### config.mk
export PLATFORM = sky130hd
export DESIGN_NAME = alu8_seq_ctrl
export DESIGN_NICKNAME = d
export VERILOG_FILES = /design/src/rtl/alu8_seq_ctrl.sv
export SDC_FILE = /design/constraint.sdc
export NUM_CORES = 1
export LEC_CHECK = 0
export CAP_MARGIN = 30
export CORE_MARGIN = 3
export CORE_UTILIZATION = 46
export CTS_CLUSTER_SIZE = 12
export DETAILED_ROUTE_END_ITERATION = 8
export PLACE_DENSITY = 0.9
export SYNTH_ARGS = -nofsm -noshare
export SYNTH_HDL_FRONTEND = slang
export SYNTH_SLANG_ARGS = --single-unit
### constraint.sdc
create_clock -name clk -period 2.1 [get_ports clk]
set_input_delay 0.315 -clock clk [delete_from_list [all_inputs] [get_ports clk]]
set_output_delay 0.315 -clock clk [all_outputs]
set_load 0.01 [all_outputs]
### src/rtl/alu8_seq_ctrl.sv
// Sequences an 8-bit operation through an external 4-bit ALU, low nibble then high nibble,
// and presents the result with flags on a valid/ready response port.
module alu8_seq_ctrl (
    input  logic       clk,
    input  logic       rst,
    input  logic       req_valid,
    output logic       req_ready,
    input  logic [7:0] req_a,
    input  logic [7:0] req_b,
    input  logic [2:0] req_op,
    input  logic       req_cin,
    output logic [3:0] alu_a,
    output logic [3:0] alu_b,
    output logic [2:0] alu_opcode,
    output logic       alu_cin,
    input  logic [3:0] alu_result,
    input  logic       alu_cout,
    output logic       rsp_valid,
    input  logic       rsp_ready,
    output logic [7:0] rsp_result,
    output logic       rsp_carry,
    output logic       rsp_zero,
    output logic       rsp_neg,
    output logic       rsp_ovf,
    output logic       rsp_err
);

    localparam int unsigned DW = 8;
    localparam int unsigned NW = 4;
    localparam int unsigned OW = 3;

    localparam logic [1:0] ST_IDLE = 2'd0;
    localparam logic [1:0] ST_LO   = 2'd1;
    localparam logic [1:0] ST_HI   = 2'd2;
    localparam logic [1:0] ST_DONE = 2'd3;

    localparam logic [OW-1:0] OP_ADD = 3'd0;
    localparam logic [OW-1:0] OP_SUB = 3'd1;
    localparam logic [OW-1:0] OP_NOT = 3'd5;

    function automatic logic is_arith(input logic [OW-1:0] op);
        return (op == OP_ADD) || (op == OP_SUB);
    endfunction

    function automatic logic is_legal(input logic [OW-1:0] op);
        return op <= OP_NOT;
    endfunction

    logic [1:0]    state_q, state_d;
    logic [NW-1:0] a_hi_q, a_hi_d, b_hi_q, b_hi_d, res_lo_q, res_lo_d;
    logic [OW-1:0] op_q, op_d;
    logic          req_ready_d, rsp_valid_d;
    logic [NW-1:0] alu_a_d, alu_b_d;
    logic [OW-1:0] alu_opcode_d;
    logic          alu_cin_d;
    logic [DW-1:0] rsp_result_d;
    logic          rsp_carry_d, rsp_zero_d, rsp_neg_d, rsp_ovf_d, rsp_err_d;
    logic [DW-1:0] full_res_c;

    // Only the high operand nibbles need holding; the low nibbles live in the alu_* registers during LO.
    assign full_res_c = {alu_result, res_lo_q};

    always_comb begin
        state_d      = state_q;
        a_hi_d       = a_hi_q;
        b_hi_d       = b_hi_q;
        op_d         = op_q;
        res_lo_d     = res_lo_q;
        req_ready_d  = 1'b0;
        rsp_valid_d  = 1'b0;
        alu_a_d      = '0;
        alu_b_d      = '0;
        alu_opcode_d = '0;
        alu_cin_d    = 1'b0;
        rsp_result_d = rsp_result;
        rsp_carry_d  = rsp_carry;
        rsp_zero_d   = rsp_zero;
        rsp_neg_d    = rsp_neg;
        rsp_ovf_d    = rsp_ovf;
        rsp_err_d    = rsp_err;
        case (state_q)
            ST_IDLE: begin
                req_ready_d = 1'b1;
                if (req_valid && req_ready) begin
                    req_ready_d = 1'b0;
                    a_hi_d      = req_a[7:4];
                    b_hi_d      = req_b[7:4];
                    op_d        = req_op;
                    if (is_legal(req_op)) begin
                        state_d      = ST_LO;
                        alu_a_d      = req_a[3:0];
                        alu_b_d      = req_b[3:0];
                        alu_opcode_d = req_op;
                        alu_cin_d    = is_arith(req_op) & req_cin;
                    end else begin
                        state_d      = ST_DONE;
                        rsp_valid_d  = 1'b1;
                        rsp_result_d = '0;
                        rsp_carry_d  = 1'b0;
                        rsp_zero_d   = 1'b1;
                        rsp_neg_d    = 1'b0;
                        rsp_ovf_d    = 1'b0;
                        rsp_err_d    = 1'b1;
                    end
                end
            end
            ST_LO: begin
                // Low-nibble carry is held in alu_cin for the high-nibble pass.
                state_d      = ST_HI;
                res_lo_d     = alu_result;
                alu_a_d      = a_hi_q;
                alu_b_d      = b_hi_q;
                alu_opcode_d = op_q;
                alu_cin_d    = is_arith(op_q) & alu_cout;
            end
            ST_HI: begin
                state_d      = ST_DONE;
                rsp_valid_d  = 1'b1;
                rsp_result_d = full_res_c;
                rsp_carry_d  = is_arith(op_q) & alu_cout;
                rsp_zero_d   = (full_res_c == 8'h00);
                rsp_neg_d    = full_res_c[7];
                rsp_err_d    = 1'b0;
                if (op_q == OP_ADD)
                    rsp_ovf_d = (a_hi_q[3] == b_hi_q[3]) && (full_res_c[7] != a_hi_q[3]);
                else if (op_q == OP_SUB)
                    rsp_ovf_d = (a_hi_q[3] != b_hi_q[3]) && (full_res_c[7] != a_hi_q[3]);
                else
                    rsp_ovf_d = 1'b0;
            end
            ST_DONE: begin
                if (rsp_ready) begin
                    state_d     = ST_IDLE;
                    req_ready_d = 1'b1;
                end else begin
                    rsp_valid_d = 1'b1;
                end
            end
            default: state_d = ST_IDLE;
        endcase
    end

    always_ff @(posedge clk) begin
        if (rst) begin
            state_q    <= ST_IDLE;
            a_hi_q     <= '0;
            b_hi_q     <= '0;
            op_q       <= '0;
            res_lo_q   <= '0;
            req_ready  <= 1'b1;
            rsp_valid  <= 1'b0;
            alu_a      <= '0;
            alu_b      <= '0;
            alu_opcode <= '0;
            alu_cin    <= 1'b0;
            rsp_result <= '0;
            rsp_carry  <= 1'b0;
            rsp_zero   <= 1'b0;
            rsp_neg    <= 1'b0;
            rsp_ovf    <= 1'b0;
            rsp_err    <= 1'b0;
        end else begin
            state_q    <= state_d;
            a_hi_q     <= a_hi_d;
            b_hi_q     <= b_hi_d;
            op_q       <= op_d;
            res_lo_q   <= res_lo_d;
            req_ready  <= req_ready_d;
            rsp_valid  <= rsp_valid_d;
            alu_a      <= alu_a_d;
            alu_b      <= alu_b_d;
            alu_opcode <= alu_opcode_d;
            alu_cin    <= alu_cin_d;
            rsp_result <= rsp_result_d;
            rsp_carry  <= rsp_carry_d;
            rsp_zero   <= rsp_zero_d;
            rsp_neg    <= rsp_neg_d;
            rsp_ovf    <= rsp_ovf_d;
            rsp_err    <= rsp_err_d;
        end
    end

endmodule

==> run_results.csv, run 1 <==
group,metric,value,unit
status,status,"complete, no violations",
setup_path,crit_slowest_cell,"nand2b_1",
clock_network,path_clk_slew,80,ps
placement,numPortBuffers,55,
floorplan,core-area,3770,sq um
pwr,power.density,1010,nW/um^2
route,vias_per_cell,5.60,
placement,gp_congestion,0.854,
clock_network,cts_hold_buf,0,
setup_path,r2r_start,"state_q[0]$_SDFFE_PP0P_",
floorplan,die-area,4810,sq um
sta,maxSlewHeadroom,0.668,
placement,dp_slack,246,ps
placement,placed_cell_area,2410,sq um
yosys,yosysUniqueCellTypes,35,
route,first_pass_iters,4,
pwr,ir_drop,0.000482,V
layout,drive_gt1_frac,0.0781,
setup_path,critPathMaxStageDelay,380,ps
sta,worst_slack,399,ps
clock_network,cts_resized,0,
yosys,syn_nets,235,
clock_network,worstSkewPairLatency,300,ps
pwr,power_leakage,0.860,nW
min_path,hold_path.startpoint,"a_hi_q[2]$_SDFFE_PP0P_",
grt,antenna_found_initial,0,
sta,setup_viol,0,
yosys,seq_area_frac_synth,0.467,
setup_path,critPathLaunchType,"register",
clock_network,cts.htree.levels,2,
pwr,finalPower,0.00252,W
floorplan,die_x,69.3,microns
layout,fill_cells,309,
layout,regArea,861,sq um
setup_path,worstSetupStartpoint,"state_q[0]$_SDFFE_PP0P_",
route,final_antenna_net_count,0,
route,wirelength,4490,microns
yosys,syn_inst,202,
sta,rsz0062_at_grt,"false",
floorplan,placementRows,22,
setup_path,cp_data_required_time,2310,ps
layout,final_cell_mix,"clkdlybuf4s50_1 (55), dfxtp_1 (43), nand2_1 (25), a21oi_1 (25), o211ai_1 (17)",
route,wl_per_cell,14.8,microns
grt,grt_max_degree,28,
sta,min_period,1700,ps
yosys,netlist_area,1840,sq um
sta,fin_tns_setup,0,ps
yosys,ys_seq_elements,43,
route,drc,0,
setup_path,critPathTopFamily,"compound AO/OA/AOI/OAI gates",
setup_path,path_class,"reg2reg",
grt,grt_pass1_vias,1633,
route,num_vias,1702,
setup_path,crit_path_max_fanout,10,
clock_network,cts_root_buffer,"clkbuf_8",
sta,final_hold_viol_count,0,
setup_path,path_buf_inv,1,
clock_network,cts.sinks,43,
placement,dp.final_hpwl,3230,microns
layout,multiInputGateArea,857,sq um
sta,max_clock_freq,588,MHz
clock_network,clock_path_buffers,2,
layout,nNetsFinal,288,
floorplan,start_util,0.489,
grt,grt-ovfl-total,0,
setup_path,worstPathCellList,"inv_1 -> ha_1 -> nand2b_1 -> o21ai_0 -> a311oi_1",
clock_network,numCtsBuffers,5,
grt,grt_pass1_wl,7620,microns
setup_path,worstPathArrival,1910,ps
layout,stdcell_area,2500,sq um
layout,layout_commonest_cell,"clkdlybuf4s50_1",
layout,antennaDiodeCount,0,
yosys,syn_avg_cell_area,9.13,sq um
sta,fin_crit_sh,0.810,
sta,drv_slew,0,
sta,fin_skew,5.59,ps
min_path,hp-class,"reg2reg",
yosys,ys_warn_count,0,
clock_network,cts_tree,"built",
clock_network,post-cts-setup-buffers,0,
grt,grt.total_usage,0.195,
route,drtIter0Drc,142,
floorplan,die_h,69.3,microns
floorplan,io_pins,56,
job,maxCapViolations,0,
sta,worstMarginPinSlew,496,ps
layout,syn_to_final_growth,35.8,%
setup_path,endpoint_kind,"register",
registers in the layout (all words and copies together) (netlist names), 3 cells and up:
signal      cells
b_hi_q          4
rsp_result      8
a_hi_q          4
alu_opcode      3
res_lo_q        4
alu_b           4
op_q            3
alu_a           4
report_power, final:
group	internal [W]	total, W	switching, W
registers	0.000958	0.00105	0.0000965
logic	0.000430	0.000933	0.000503
clock network	0.000238	0.000535	0.000297
cells by family (layout without fill, tap and decap cells):
| group | after synthesis | count (layout) | synth area share |
|---|---|---|---|
| buf+inv | 23 | 77 | 0.0685 |
| xor+xnor | 1 | 1 | 0.00475 |
| fa+ha+maj | 4 | 4 | 0.0271 |
| compound gates | 64 | 64 | 0.248 |
| flops | 43 | 43 | 0.467 |
| mux | 6 | 6 | 0.0326 |
| simple gates | 61 | 61 | 0.153 |
tightest hold or removal path: stages (launching register included):
cell and delay, ps:
dfxtp_1 310, nand2_1 50, a21oi_1 50
metrics by stage:
step / instances / hold slack, ps / util
global placement: 296 / 442 / 0.639
finish: 304 / 455 / 0.664
CTS: 304 / 458 / 0.664
floorplan: 202 / 436 / -
detailed placement: 296 / 447 / 0.639
global route: 304 / 479 / 0.664
per-layer routing:
layer / wire [microns] / GRT usage
met2: 2170 / 0.304
met4: 88 / 0.0824
met1: 1910 / 0.249
met3: 320 / 0.0609
met5: 0 / 0
area by class of cell:
cell class / instances / share of cell area
repair buffers: 63 / 0.244
well taps: 48 / 0.0240
clock inverters: 3 / 0.00950
clock buffers: 5 / 0.0275
multi-input cells: 136 / 0.342
inverters: 6 / 0.00900
flip-flops and latches: 43 / 0.344
path summary, 6_finish.rpt:
path / endpoint / slack [ps] / cells after the start
worst min register to register: a_hi_q[2]$_SDFFE_PP0P_ / 450 / 2
worst max register to register: rsp_zero$_SDFFE_PP0P_ / 400 / 5
worst max-delay path: rsp_zero$_SDFFE_PP0P_ / 400 / 5
worst min-delay path: a_hi_q[2]$_SDFFE_PP0P_ / 450 / 2
synth_stat cells:
library cell	number	area (sq um)
nor3_1	4	20.0
or2_2	1	6.26
o2111ai_1	1	8.76
and2_1	1	6.26
and4_1	1	8.76
nor2b_1	2	12.5
nand2_1	25	93.8
a21oi_1	25	125
nor4_1	2	12.5
clkinv_1	1	3.75
nor4b_1	1	8.76
nor2_1	16	60.1
o211ai_1	17	128
xor2_1	1	8.76
nand3_1	2	10.0
buf_6	3	33.8
clkbuf_1	6	22.5
inv_1	5	18.8
a211oi_1	2	15.0
o21bai_1	1	7.51
and3_4	1	11.3
buf_4	3	22.5
a31o_1	1	8.76
mux2i_1	6	60.1
dfxtp_1	43	861
buf_2	5	25.0
a311oi_1	2	17.5
a21bo_2	1	10.0
ha_1	4	50.1
a32oi_1	11	96.3
nand4_1	1	6.26
o21ai_0	1	5.00
a2111oi_4	1	27.5
o21a_1	1	7.51
nand2b_1	4	25.0
Power figures use the tool's default switching activity.
==> run 2: changes to the inputs <==
Settings changed: CORE_UTILIZATION 46 to 42, PLACE_DENSITY 0.9 to 0.87.
Clock period 2.1 ns to 1.5 ns, I/O delays scaled along.
==> run 2 against run 1 <==
Against the previous run: cell area grew 4.9%; global-route usage shrank 1.3 points; first-iteration DRC count shrank 47%; total power rose by 49%; via count grew 0.94%; die area rose by 8.7%; core utilization fell by 2.5 points; critical path depth shrank 4; hold slack improved by 3.2 ps; clock power up 41%; critical path type is now reg2out; critical endpoint is now req_ready; largest cell class is now multi-input gates; highest routed layer unchanged.
==> run_results.csv, run 2 (synthesis gave the netlist of run 1 again) <==
group,metric,value,unit
pwr,power_leakage,0.916,nW
layout,largest_reg_flops,8,
layout,layout_commonest_cell,"clkdlybuf4s50_1",
pwr,ir_drop,0.000919,V
setup_path,critPathTopFamily,"buffers and inverters",
setup_path,worstPathCellList,"clkdlybuf4s50_1",
route,wl_per_cell,14.7,microns
route,num_vias,1718,
clock_network,clock_path_buffers,2,
route,wirelength,4640,microns
placement,dp_cells,308,
layout,antennaDiodeCount,0,
layout,final_cell_mix,"clkdlybuf4s50_1 (55), dfxtp_1 (41), nand2_1 (25), a21oi_1 (25), o211ai_1 (17)",
setup_path,critPathMaxStageDelay,540,ps
grt,grt-ovfl-total,0,
grt,antenna_found_initial,0,
floorplan,start_util,0.448,
clock_network,worstSkewPairLatency,300,ps
setup_path,path_buf_inv,1,
clock_network,post-cts-setup-buffers,0,
route,first_pass_iters,4,
route,drc,0,
setup_path,worstPathArrival,1210,ps
sta,drv_slew,0,
floorplan,die_x,72.3,microns
layout,nNetsFinal,298,
sta,final_hold_viol_count,0,
layout,multiInputGateArea,872,sq um
layout,fill_cells,339,
clock_network,numCtsBuffers,5,
grt,grt.total_usage,0.182,
layout,top_register,"rsp_result",
sta,maxSlewHeadroom,0.757,
placement,gp_congestion,0.927,
status,status,"complete, no violations",
grt,grt_pass1_vias,1675,
setup_path,path_class,"reg2out",
grt,grt_max_degree,20,
clock_network,path_clk_slew,90,ps
sta,worstMarginPinSlew,365,ps
setup_path,endpoint_kind,"output port",
floorplan,core-area,4120,sq um
setup_path,cp_data_required_time,1270,ps
placement,numPortBuffers,55,
sta,fin_skew,5.01,ps
clock_network,cts.htree.levels,2,
sta,fin_crit_sh,0.959,
route,vias_per_cell,5.44,
floorplan,die-area,5220,sq um
placement,dp.final_hpwl,3400,microns
floorplan,die_h,72.3,microns
sta,max_clock_freq,695,MHz
setup_path,crit_slowest_cell,"clkdlybuf4s50_1",
grt,grt_pass1_wl,7560,microns
sta,setup_viol,0,
route,final_antenna_net_count,0,
floorplan,placementRows,23,
min_path,hp-class,"reg2reg",
route,drtIter0Drc,75,
layout,syn_to_final_growth,42.5,%
sta,whs,458,ps
clock_network,cts_hold_buf,0,
pwr,power.density,1430,nW/um^2
sta,min_period,1440,ps
clock_network,cts_root_buffer,"clkbuf_8",
layout,drive_gt1_frac,0.132,
layout,instances_no_fill,316,
job,maxCapViolations,0,
clock_network,cts_tree,"built",
setup_path,critPathLaunchType,"register",
floorplan,io_pins,56,
layout,regArea,863,sq um
setup_path,crit_path_max_fanout,5,
clock_network,cts.sinks,43,
run 2: cell types whose count changed in the layout (fill, tap and decap cells not counted), sizes merged:
cell | previous run | this run
buf | 8 | 18
clkinv | 1 | 0
clkinvlp | 2 | 3
run 2: cell type report:
cell class	count	share of cell area
clock buffer	5	0.0262
clock inverter	3	0.00905
timing repair buffer	73	0.270
tap	50	0.0238
multi-input combinational	136	0.332
inverter	6	0.0100
sequential	43	0.329
run 2: metrics by stage:
step | setup slack, ps | setup TNS (ps) | area (sq um) | total power [W] | util
after floorplan | 7.47 | 0 | 1840 | 0.00237 | -
after global placement | -79.1 | -669 | 2510 | 0.00293 | 0.611
after detailed placement | -101 | -915 | 2510 | 0.00297 | 0.611
after CTS | 21.9 | 0 | 2610 | 0.00372 | 0.634
after global routing | -10.3 | -10.3 | 2630 | 0.00399 | 0.638
final | 60.9 | 0 | 2630 | 0.00376 | 0.638
run 2: final timing paths:
kind	cells after the start	start	slack, ps	endpoint
worst max register to register	6	state_q[1]$_SDFFE_PP0P_	90	alu_a[1]$_SDFF_PP0_
worst max-delay path	1	req_ready$_SDFF_PP1_	60	req_ready
worst min-delay path	2	a_hi_q[2]$_SDFFE_PP0P_	460	a_hi_q[2]$_SDFFE_PP0P_
worst min register to register	2	a_hi_q[2]$_SDFFE_PP0P_	460	a_hi_q[2]$_SDFFE_PP0P_
run 2: where the power goes:
group	total (W)	switching, W	leakage (nW)	internal (W)
Sequential	0.00148	0.000131	0.350	0.00135
Combinational	0.00153	0.000774	0.525	0.000759
Clock	0.000754	0.000421	0.0408	0.000333
Total	0.00376	0.00133	0.916	0.00244
run 2: routing by layer:
layer	up-vias	share of wire	track usage
li1	855	-	-
met1	814	0.42	0.213
met2	47	0.51	0.320
met3	2	0.067	0.0596
met4	0	0.0026	0.0459
met5	-	0	0
run 2: timing repair:
action / CTS / global route
resized for setup: 2 / 4
endpoints found under the setup margin: 8 / 25
gates cloned: 0 / 0
==> run 3: changes to the inputs <==
Settings changed: CORE_UTILIZATION 42 to 30, PLACE_DENSITY 0.87 to 0.68.
==> run 3 against run 2 <==
Against the previous run: maximum frequency down 0.32%; highest routed layer unchanged; clock skew decreased by 0.70 ps; sequential power barely moved.
==> run_results.csv, run 3 (synthesis gave the netlist of run 1 again) <==
group,metric,value,unit
sta,final_hold_viol_count,0,
clock_network,cts_tree,"built",
layout,syn_to_final_growth,45.4,%
grt,antenna_found_initial,0,
route,drtIter0Drc,60,
route,wl_per_cell,14.5,microns
placement,dp_cells,332,
route,vias_per_cell,5.10,
placement,gp_congestion,0.854,
layout,stdcell_area,2680,sq um
setup_path,worstPathCellList,"clkdlybuf4s50_1",
pwr,power_leakage,0.944,nW
setup_path,crit_path_max_fanout,2,
sta,min_period,1440,ps
route,num_vias,1733,
clock_network,cts.htree.levels,2,
grt,grt-ovfl-total,0,
placement,placed_cell_area,2540,sq um
sta,fin_skew,4.31,ps
clock_network,cts_hold_buf,0,
route,wirelength,4940,microns
floorplan,placementRows,27,
sta,max_clock_freq,693,MHz
setup_path,critPathMaxStageDelay,560,ps
setup_path,critPathTopFamily,"buffers and inverters",
grt,grt.total_usage,0.140,
layout,top_register,"rsp_result",
floorplan,die_h,84.4,microns
layout,largest_reg_flops,8,
clock_network,numCtsBuffers,5,
pwr,power.density,1450,nW/um^2
placement,numPortBuffers,55,
sta,drv_slew,0,
sta,rsz0062_at_grt,"false",
setup_path,worstPathArrival,1220,ps
pwr,ir_drop,0.000641,V
job,maxCapViolations,0,
placement,dp.final_hpwl,3570,microns
clock_network,cts.sinks,43,
route,drc,0,
route,final_antenna_net_count,0,
grt,grt_pass1_wl,8220,microns
clock_network,worstSkewPairLatency,290,ps
status,status,"complete, no violations",
min_path,hp-class,"reg2reg",
grt,grt_pass1_vias,1718,
floorplan,die-area,7120,sq um
setup_path,critPathLaunchType,"register",
layout,drive_gt1_frac,0.142,
layout,instances_no_fill,340,
floorplan,die_x,84.4,microns
floorplan,core-area,5710,sq um
sta,worst_slack,56.4,ps
layout,antennaDiodeCount,0,
sta,setup_viol,0,
sta,maxSlewHeadroom,0.728,
clock_network,path_clk_slew,80,ps
layout,final_cell_mix,"clkdlybuf4s50_1 (55), dfxtp_1 (42), nand2_1 (25), a21oi_1 (25), buf_4 (19)",
placement,dp_slack,-99.9,ps
grt,grt_max_degree,22,
pwr,finalPower,0.00390,W
setup_path,path_buf_inv,1,
layout,post-route-util,0.470,
sta,fin_crit_sh,0.962,
clock_network,cts_root_buffer,"clkbuf_8",
setup_path,endpoint_kind,"output port",
route,first_pass_iters,4,
floorplan,start_util,0.323,
setup_path,path_class,"reg2out",
setup_path,cp_data_required_time,1270,ps
layout,nNetsFinal,300,
setup_path,crit_slowest_cell,"clkdlybuf4s50_1",
layout,layout_commonest_cell,"clkdlybuf4s50_1",
floorplan,io_pins,56,
clock_network,clock_path_buffers,2,
sta,worstMarginPinSlew,408,ps
run 3: layout make-up:
class                   count  area (sq um)
clock buffers               5          68.8
clock inverters             3          43.8
fillers                   547          3030
well taps                  72          90.1
repair buffers             75           713
flip-flops and latches     43           862
inverters                   6          23.8
multi-input cells         136           880
run 3: worst paths after layout:
check / startpoint / to / slack (ps) / cells after the start
setup / recovery: rsp_zero$_SDFFE_PP0P_ / rsp_zero / 60 / 1
hold / removal: a_hi_q[2]$_SDFFE_PP0P_ / a_hi_q[2]$_SDFFE_PP0P_ / 460 / 2
setup reg to reg: state_q[1]$_SDFFE_PP0P_ / alu_b[3]$_SDFF_PP0_ / 110 / 6
hold reg to reg: a_hi_q[2]$_SDFFE_PP0P_ / a_hi_q[2]$_SDFFE_PP0P_ / 460 / 2
run 3: worst min-delay path: cells and delay by family, from the launching register on:
| family | cells | cell delay (ps) |
|---|---|---|
| flip-flops | 1 | 310 |
| AND/OR/NAND/NOR | 1 | 50 |
| AO/OA/AOI/OAI | 1 | 50 |
run 3: repair_timing:
| item | 4_1_cts | 5_1_grt |
|---|---|---|
| endpoints found under the setup margin | 10 | 13 |
| resized for setup | 2 | 5 |
| pin swaps | 0 | 1 |
| buffers inserted | 0 | 0 |
run 3: power breakdown:
group,leakage [nW],total [W],switching [W],internal (W)
logic,0.536,0.00154,0.000790,0.000750
clock network,0.0581,0.000888,0.000392,0.000496
registers,0.350,0.00147,0.000126,0.00134
total,0.944,0.00390,0.00131,0.00259
run 3: metal layers:
layer / track usage / vias up / part of all wire
met2: 0.219 / 65 / 0.48
met4: 0.0446 / 0 / 0.0049
met3: 0.0422 / 2 / 0.076
met5: 0 / - / 0
li1: - / 859 / -
met1: 0.185 / 807 / 0.44
run 3: per-stage QoR:
stage,hold slack (ps),setup TNS (ps)
6_report,456,0
2_1_floorplan,361,0
5_1_grt,478,0
3_5_place_dp,448,-846
4_1_cts,460,0
3_3_place_gp,443,-529
